File: src/rtl/rf_pkg.sv
// Shared constants and types for the decode-stage register file.
package rf_pkg;
  localparam int N        = 24;
  localparam int NREG     = 16;
  localparam int AW       = $clog2(NREG);

  localparam int ZERO_IDX = 0;
  localparam int SP_IDX   = 1;
  localparam int CPSR_IDX = NREG - 3;
  localparam int LR_IDX   = NREG - 2;
  localparam int PC_IDX   = NREG - 1;

  localparam logic [N-1:0] SP_RESET = 24'hDE000;

  typedef logic [AW-1:0] reg_addr_t;
  typedef logic [N-1:0]  word_t;
endpackage

File: src/rtl/rf_scoreboard.sv
// Per-register busy tracking for RAW hazard detection in decode.
module rf_scoreboard #(
  parameter int NREG = 16,
  parameter int AW   = $clog2(NREG)
) (
  input  logic            clk,
  input  logic            rst,
  input  logic            iss_valid,
  input  logic [AW-1:0]   iss_dst,
  input  logic            flush,
  input  logic            we_a,
  input  logic [AW-1:0]   wa_a,
  input  logic            we_b,
  input  logic [AW-1:0]   wa_b,
  output logic [NREG-1:0] busy_vec,
  output logic [NREG-1:0] clr_pend
);
  logic [NREG-1:0] busy_q, busy_d;

  // Writeback on either port retires the producer of that register.
  always_comb begin
    clr_pend = '0;
    for (int i = 0; i < NREG; i++)
      clr_pend[i] = (we_a && wa_a == AW'(i)) || (we_b && wa_b == AW'(i));
  end

  // Next busy state: clear on writeback, set on issue (set wins), flush beats all.
  always_comb begin
    busy_d = busy_q;
    for (int i = 0; i < NREG; i++) begin
      if (clr_pend[i]) busy_d[i] = 1'b0;
      if (iss_valid && iss_dst == AW'(i)) busy_d[i] = 1'b1;
    end
    busy_d[0] = 1'b0;
    if (flush) busy_d = '0;
  end

  // Busy state register.
  always_ff @(posedge clk or posedge rst) begin
    if (rst) busy_q <= '0;
    else     busy_q <= busy_d;
  end

  assign busy_vec = busy_q;
endmodule

File: src/rtl/scoreboard_register_file.sv
// Decode-stage register file: 3 read / 2 write ports, PC update port,
// write-first bypass and a busy scoreboard for RAW hazard detection.
module scoreboard_register_file #(
  parameter int N                = rf_pkg::N,
  parameter int NREG             = rf_pkg::NREG,
  parameter int AW               = $clog2(NREG),
  parameter int SP_IDX           = rf_pkg::SP_IDX,
  parameter int PC_IDX           = NREG - 1,
  parameter logic [N-1:0] SP_RESET = N'(rf_pkg::SP_RESET)
) (
  input  logic            clk,
  input  logic            rst,
  input  logic [AW-1:0]   ra1,
  input  logic [AW-1:0]   ra2,
  input  logic [AW-1:0]   ra3,
  output logic [N-1:0]    rd1,
  output logic [N-1:0]    rd2,
  output logic [N-1:0]    rd3,
  input  logic            we_a,
  input  logic [AW-1:0]   wa_a,
  input  logic [N-1:0]    wd_a,
  input  logic            we_b,
  input  logic [AW-1:0]   wa_b,
  input  logic [N-1:0]    wd_b,
  input  logic            pc_we,
  input  logic [N-1:0]    pc_wd,
  input  logic            iss_valid,
  input  logic [AW-1:0]   iss_dst,
  input  logic            flush,
  output logic            busy1,
  output logic            busy2,
  output logic            busy3,
  output logic [NREG-1:0] busy_vec
);
  import rf_pkg::*;

  logic [NREG-1:0][N-1:0] regs_q, regs_d;
  logic [NREG-1:0]        clr_pend;

  rf_scoreboard #(.NREG(NREG), .AW(AW)) u_sb (
    .clk      (clk),
    .rst      (rst),
    .iss_valid(iss_valid),
    .iss_dst  (iss_dst),
    .flush    (flush),
    .we_a     (we_a),
    .wa_a     (wa_a),
    .we_b     (we_b),
    .wa_b     (wa_b),
    .busy_vec (busy_vec),
    .clr_pend (clr_pend)
  );

  // Write-first read mux: zero reg, port A, port B, PC port, then array.
  function automatic logic [N-1:0] rd_mux(input logic [AW-1:0] a,
                                          input logic [NREG-1:0][N-1:0] r);
    if (a == '0)                   return '0;
    else if (we_a && wa_a == a)    return wd_a;
    else if (we_b && wa_b == a)    return wd_b;
    else if (pc_we && a == AW'(PC_IDX)) return pc_wd;
    else                           return r[a];
  endfunction

  // Combinational read ports with bypass.
  always_comb begin
    rd1 = rd_mux(ra1, regs_q);
    rd2 = rd_mux(ra2, regs_q);
    rd3 = rd_mux(ra3, regs_q);
  end

  // A producer writing back this cycle is not reported busy.
  always_comb begin
    busy1 = (ra1 != '0) && busy_vec[ra1] && !clr_pend[ra1];
    busy2 = (ra2 != '0) && busy_vec[ra2] && !clr_pend[ra2];
    busy3 = (ra3 != '0) && busy_vec[ra3] && !clr_pend[ra3];
  end

  // Next array state: later assignments take priority (A > B > PC port).
  always_comb begin
    regs_d = regs_q;
    if (pc_we) regs_d[PC_IDX] = pc_wd;
    if (we_b)  regs_d[wa_b]   = wd_b;
    if (we_a)  regs_d[wa_a]   = wd_a;
    regs_d[0] = '0;
  end

  // Storage array; SP comes out of reset at its boot value.
  always_ff @(posedge clk or posedge rst) begin
    if (rst) begin
      regs_q         <= '0;
      regs_q[SP_IDX] <= SP_RESET;
    end else begin
      regs_q <= regs_d;
    end
  end
endmodule

File: config.mk
export PLATFORM = sky130hd
export DESIGN_NAME = scoreboard_register_file
export DESIGN_NICKNAME = d
export VERILOG_FILES = /design/src/rtl/rf_pkg.sv /design/src/rtl/rf_scoreboard.sv /design/src/rtl/scoreboard_register_file.sv
export SDC_FILE = /design/constraint.sdc
export NUM_CORES = 2
export LEC_CHECK = 0
export BUFFER_PORTS_ARGS = -buffer_cell sky130_fd_sc_hd__clkbuf_2
export CAP_MARGIN = 20
export CORE_UTILIZATION = 40
export CTS_BUF_LIST = sky130_fd_sc_hd__clkbuf_16
export DETAILED_ROUTE_END_ITERATION = 12
export SYNTH_ARGS = -nofsm -noshare
export SYNTH_HDL_FRONTEND = slang
export SYNTH_SLANG_ARGS = --single-unit
File: constraint.sdc
create_clock -name clk -period 10.1 [get_ports clk]
set_clock_uncertainty 0.15 [all_clocks]
set_input_delay 0 -clock clk [delete_from_list [all_inputs] [get_ports clk]]
set_output_delay 0 -clock clk [all_outputs]
set_load 0.02 [all_outputs]
# [Yosys cells after proc, flatten, opt, wreduce, memory -nomap -nowiden]
# Cells that the tools add are included.
[totals] regBits=376 inputBits=103 output_inout_bits=91 elab_cells=268
[op_classes] order_cmp=7 n_eq_ne=54 mux=70 reduce_logical=106
[op_table] cell="bitwise mux 384 bit" n=2
[op_table] cell="two-way mux 384 bit" n=2
[op_table] cell="two-way mux 24 bit" n=18
[op_table] cell="binary-select mux 24 bit (select 4 bit)" n=3
[op_table] cell="demux 24 bit (select 4 bit)" n=2
[op_table] cell="equality test 4 bit (second input constant)" n=27
[op_table] cell="logical AND 1 bit" n=64
[op_table] cell="equality test 4 x 3 -> 1 bit (second input constant)" n=12
[op_table] cell="nonzero test 3 bit" n=15
[op_table] cell="two-way mux 1 bit" n=36
[op_table] cell="< comparator 4 x 5 -> 1 bit (second input constant)" n=5
[op_table] cell="binary-select mux 1 bit (select 4 bit)" n=6
[op_table] cell="equality test 4 x 2 -> 1 bit (second input constant)" n=6
[op_table] cell="equality test 4 bit" n=6
[op_table] cell="logical NOT 4 bit" n=5
[op_table] cell="logical OR 1 bit" n=16
[op_table] cell="two-way mux 16 bit" n=1
[op_table] cell="equality test 4 x 1 -> 1 bit (second input constant)" n=3
[op_table] cell="nonzero test 4 bit" n=3
[op_table] cell="greater-or-equal comparator 4 x 1 -> 1 bit (second input constant)" n=2
[op_table] cell="logical NOT 1 bit" n=3

# [Longest topological paths before layout]
[logic_depth] ltp_word=8 mapped_depth=9

# [Cells and area by module]
# Synthesis repeated with hierarchy kept, for this count alone.
[hier_totals] cells_unflattened=3192 hier_area_um2=29798.6
[by_module_without_submodules] mod="scoreboard_register_file" instances=1 cells_per_inst=3101 area_each_um2=28917.7 seq_area_each_um2=9016.1
[by_module_without_submodules] mod="rf_scoreboard" instances=1 cells_per_inst=91 area_each_um2=880.8 seq_area_each_um2=375.4

# [Worst setup path after synthesis]
# OpenSTA, ideal clock, no wires.
[synth_path] path_kind="input-to-output" startpoint="in ra1[0]" endpoint="out rd1[11]" t_arrival_ns=1.705 t_required_ns=9.950 slack_ns=8.245 stages=8 path_buffers=4 cell_sequence="buf_2 -> buf_4 -> buf_4 -> nand4_1 -> nand2_1 -> buf_2 -> a22oi_1 -> o31ai_1"
[synth_via] elab_chain_cells=6 elab_cells_between_ends=13
[synth_rtl] element="start, declared" line_no="scoreboard_register_file.sv:13" text="input logic [AW-1:0] ra1,"
[synth_rtl] element="binary-select mux 24 bit (select 4 bit) / equality test 4 bit (equally long branches)" line_no="scoreboard_register_file.sv:61, scoreboard_register_file.sv:60"
[synth_rtl] element="two-way mux 24 bit (implied by the code) / logical AND 1 bit (equally long branches)" line_no="scoreboard_register_file.sv:61, scoreboard_register_file.sv:60"
[synth_rtl] element="two-way mux 24 bit" line_no="scoreboard_register_file.sv:60" text="else if (pc_we && a == AW'(PC_IDX)) return pc_wd;"
[synth_rtl] element="two-way mux 24 bit" line_no="scoreboard_register_file.sv:59" text="else if (we_b && wa_b == a) return wd_b;"
[synth_rtl] element="two-way mux 24 bit" line_no="scoreboard_register_file.sv:58" text="else if (we_a && wa_a == a) return wd_a;"
[synth_rtl] element="two-way mux 24 bit (*)" line_no="scoreboard_register_file.sv:57" text="if (a == '0) return '0;"
[synth_rtl] element="end, declared" line_no="scoreboard_register_file.sv:16" text="output logic [N-1:0] rd1,"
# Mark *: on every way between the ends. The rest lies on a longest branch, timed or not. The select of a mux whose other input is x is not followed.

# [Worst setup path in the final report]
[layout_path] startpoint="in ra3[3]" endpoint="out rd3[2]"
[layout_via] elab_chain_cells=6 elab_cells_between_ends=13
[layout_rtl] element="start, declared" line_no="scoreboard_register_file.sv:15" text="input logic [AW-1:0] ra3,"
[layout_rtl] element="binary-select mux 24 bit (select 4 bit) / equality test 4 bit (equally long branches)" line_no="scoreboard_register_file.sv:61, scoreboard_register_file.sv:60"
[layout_rtl] element="two-way mux 24 bit (implied by the code) / logical AND 1 bit (equally long branches)" line_no="scoreboard_register_file.sv:61, scoreboard_register_file.sv:60"
[layout_rtl] element="two-way mux 24 bit" line_no="scoreboard_register_file.sv:60"
[layout_rtl] element="two-way mux 24 bit" line_no="scoreboard_register_file.sv:59"
[layout_rtl] element="two-way mux 24 bit" line_no="scoreboard_register_file.sv:58"
[layout_rtl] element="two-way mux 24 bit (*)" line_no="scoreboard_register_file.sv:57"
[layout_rtl] element="end, declared" line_no="scoreboard_register_file.sv:18" text="output logic [N-1:0] rd3,"
# Marked as above.

==> results by group <==
STA
  – Max Fclk: 232 MHz
  – Final hold violations: 0
  – Final worst slack: 5800 ps
  – Worst-margin pin slew: 1240 ps
  – Final Setup Violations: 0
  – Max-slew violation count: 0
  – Tcrit/Tclk final: 42.6%
  – Final min period: 4300 ps
  – WHS: 40.7 ps
  – Sum of negative setup slack: 0 ps
  – RSZ-0062 raised after global routing: no
  – Max-slew headroom: 17.0%

Synth
  – Ys async rst share: 100%
  – Synth warnings: 0
  – Synthesized flop and latch total: 375
  – Sequential area share after synthesis: 31.4%
  – Ys flop type: dfrtp_1
  – Cells after Synth: 3,105
  – Number of flops mapped to enable cells by yosys: 0
  – Synthesized Nets: 3,208
  – Synth Area per Inst: 9.63 µm²
  – Post-synth cell types: 66
  – Synthesized area: 0.0299 mm²

CTS
  – # resized after CTS: 0
  – Post-CTS setup buffer count: 0
  – CTS buffer count: 46
  – Clock root cell: clkbuf_16
  – Clock Latency Late Sink: 600 ps
  – H-Tree Level Count: 2
  – Clock sink count: 375
  – CTS tree: done
  – CTS Buffer Depth: 3
  – CTS clk-pin slew, worst paths: 60 ps
  – Hold buffers post-CTS: 119

Critical path
  – Reg2reg end: regs_q[369]$_DFF_PP0_
  – Arr. time, crit path: 4150 ps
  – Crit path to: rd3[2]
  – Worst EP required: 9950 ps
  – Worst reg2reg path depth: 6
  – Startpoint Class: input port
  – Crit. End Element: output pin
  – WS Path Type: input port to output pin
  – R2R setup slack: 7880 ps
  – Crit path max fanout: 32
  – FF-to-FF Start: regs_q[369]$_DFF_PP0_
  – CP Launch Point: ra3[3]

Finish
  – Area growth from synthesis to layout: 11.9%
  – Layout cell share with drive strength beyond 1: 21.9%
  – Nets: 3,234
  – Fillcell total: 6,875
  – Core Util, Final: 45.6%
  – Final instance area: 0.0335 mm²

Placed design
  – IO Port Bufs: 192
  – Placed Instance Area: 0.0309 mm²
  – Setup WS pre-CTS: 5930 ps
  – Post-DP HPWL: 79,000 µm
  – Final Wtd Congestion: 0.955

Routing
  – DRT Wirelength: 132,000 µm
  – Via count: 28,100
  – DRT Pass-1 Iters: 7
  – Mean routed wirelength per cell: 32.0 µm
  – Via density per instance: 6.82
  – # DRC: 0
  – Drt first-iter violations: 4,548
  – Remaining antenna violation count after routing: 0

Floorplan
  – Die height: 275 µm
  – Core area: 0.0735 mm²
  – Top-level I/O count: 194
  – Die width: 275 µm
  – Cell Rows: 99
  – Initial core utilization: 40.7%
  – Die footprint: 0.0759 mm²

Power and ir drop
  – Total leakage power: 13.3 nW
  – VDD IR max: 0.120 mV
  – P per Cell Area: 175 mW/mm²

Global route
  – Grt ovf: 0
  – First-pass GRT wire length: 189,000 µm
  – Antenna violations before repair: 5
  – Largest net degree at the start of global routing: 134
  – Vias in the first global route: 26,000
  – Global Route Usage Sum: 34.2%

Run status
  – Status: finished, final reports clean

Run
  – Max cap viols: 0

Hold path
  – Worst hold path type: input port to async pin
==> layout by cell type (no fill, tap or decap), types with 100 or more instances in the layout <==
cell,Yosys,routed
mux2i_1,388,388
nor2_1,394,387
dfrtp_1,369,369
a21oi_1,262,262
mux4_2,202,202
clkbuf_2,1,185
nand2_1,180,180
o21ai_0,158,158
dlygate4sd3_1,0,119
mux2_2,100,100
==> report_power, final <==
part	total, mW	switching, mW	internal [mW]	leakage (nW)
Sequential	2.26	0.391	1.87	4.44
Clock	1.61	0.719	0.889	0.713
Combinational	2.00	1.02	0.975	8.17
Total	5.87	2.13	3.73	13.3
==> per-stage QoR <==
| step | cells | total power, mW |
|---|---|---|
| floorplan | 3105 | 3.55 |
| global placement | 3922 | 4.10 |
| detailed placement | 3922 | 4.13 |
| CTS | 4119 | 5.80 |
| global route | 4120 | 6.09 |
| finish | 4123 | 5.87 |
==> cell type report <==
cell class              instances  area, µm²  share of cell area (%)
well taps                     959       1200                    3.59
multi-input cells            2299      18600                    55.7
clock inverters                29        153                   0.456
inverters                      25       97.6                   0.292
repair buffers                384       2750                    8.23
flip-flops and latches        375       9390                    28.1
clock buffers                  49       1230                    3.66
diodes                          3       7.51                  0.0224
==> worst min path at each step <==
stage / start / endpoint / slack (ps) / depth (start not counted)
after floorplan: flush / u_sb.busy_vec[11]$_DFFE_PP0P_ / -90 / 1
after global placement: rst / regs_q[368]$_DFF_PP0_ / 140 / 3
after detailed placement: rst / regs_q[368]$_DFF_PP0_ / 150 / 3
after CTS: we_a / regs_q[116]$_DFF_PP0_ / 50 / 5
after global routing: rst / regs_q[368]$_DFF_PP0_ / 110 / 4
final: rst / regs_q[368]$_DFF_PP0_ / 40 / 4
==> cells by family (layout without fill, tap and decap cells) <==
logic type,after synthesis,count (layout),share of synthesized area [%]
AND/OR/NAND/NOR,720,720,10.3
AO/OA/AOI/OAI,864,864,18.9
XOR/XNOR,24,24,0.728
buffers and inverters,431,487,6.75
other,1,4,0.0125
multiplexers,690,690,32.0
flip-flops,375,375,31.4
==> metal layers <==
metal	vias up	global-route usage (%)	share of wire (%)
met2	2257	47.3	41
met4	6	17.8	6.0
met1	13700	47.2	39
met5	-	0	0.033
met3	450	11.4	14
li1	11700	-	-
==> worst max-delay path, stage by stage <==
cell and delay (ps):
clkbuf_2 80, buf_4 560, or2_1 760, nor3_1 150
o21ba_2 770, nand2b_1 460, buf_4 360, o31ai_1 660
clkbuf_2 290
==> synthesized netlist by cell type (all sizes together), types with 36 or more instances <==
| cell | count | area, µm² |
|---|---|---|
| mux2i | 388 | 3880 |
| mux2 | 100 | 1130 |
| a21oi | 262 | 1310 |
| clkbuf | 201 | 756 |
| a221o | 36 | 360 |
| o22ai | 62 | 394 |
| dfrtp | 369 | 9230 |
| o31ai | 37 | 278 |
| buf | 205 | 1170 |
| a22oi | 51 | 383 |
| a221oi | 47 | 412 |
| mux4 | 202 | 4550 |
| a32oi | 51 | 447 |
| nand2 | 180 | 676 |
| o21ai | 186 | 935 |
| nor2 | 403 | 1550 |
==> sequential cells by signal (all words and copies together) (netlist names) <==
signal and cells:
regs_q 360, u_sb.busy_vec 15
Power figures use the tool's default switching activity.
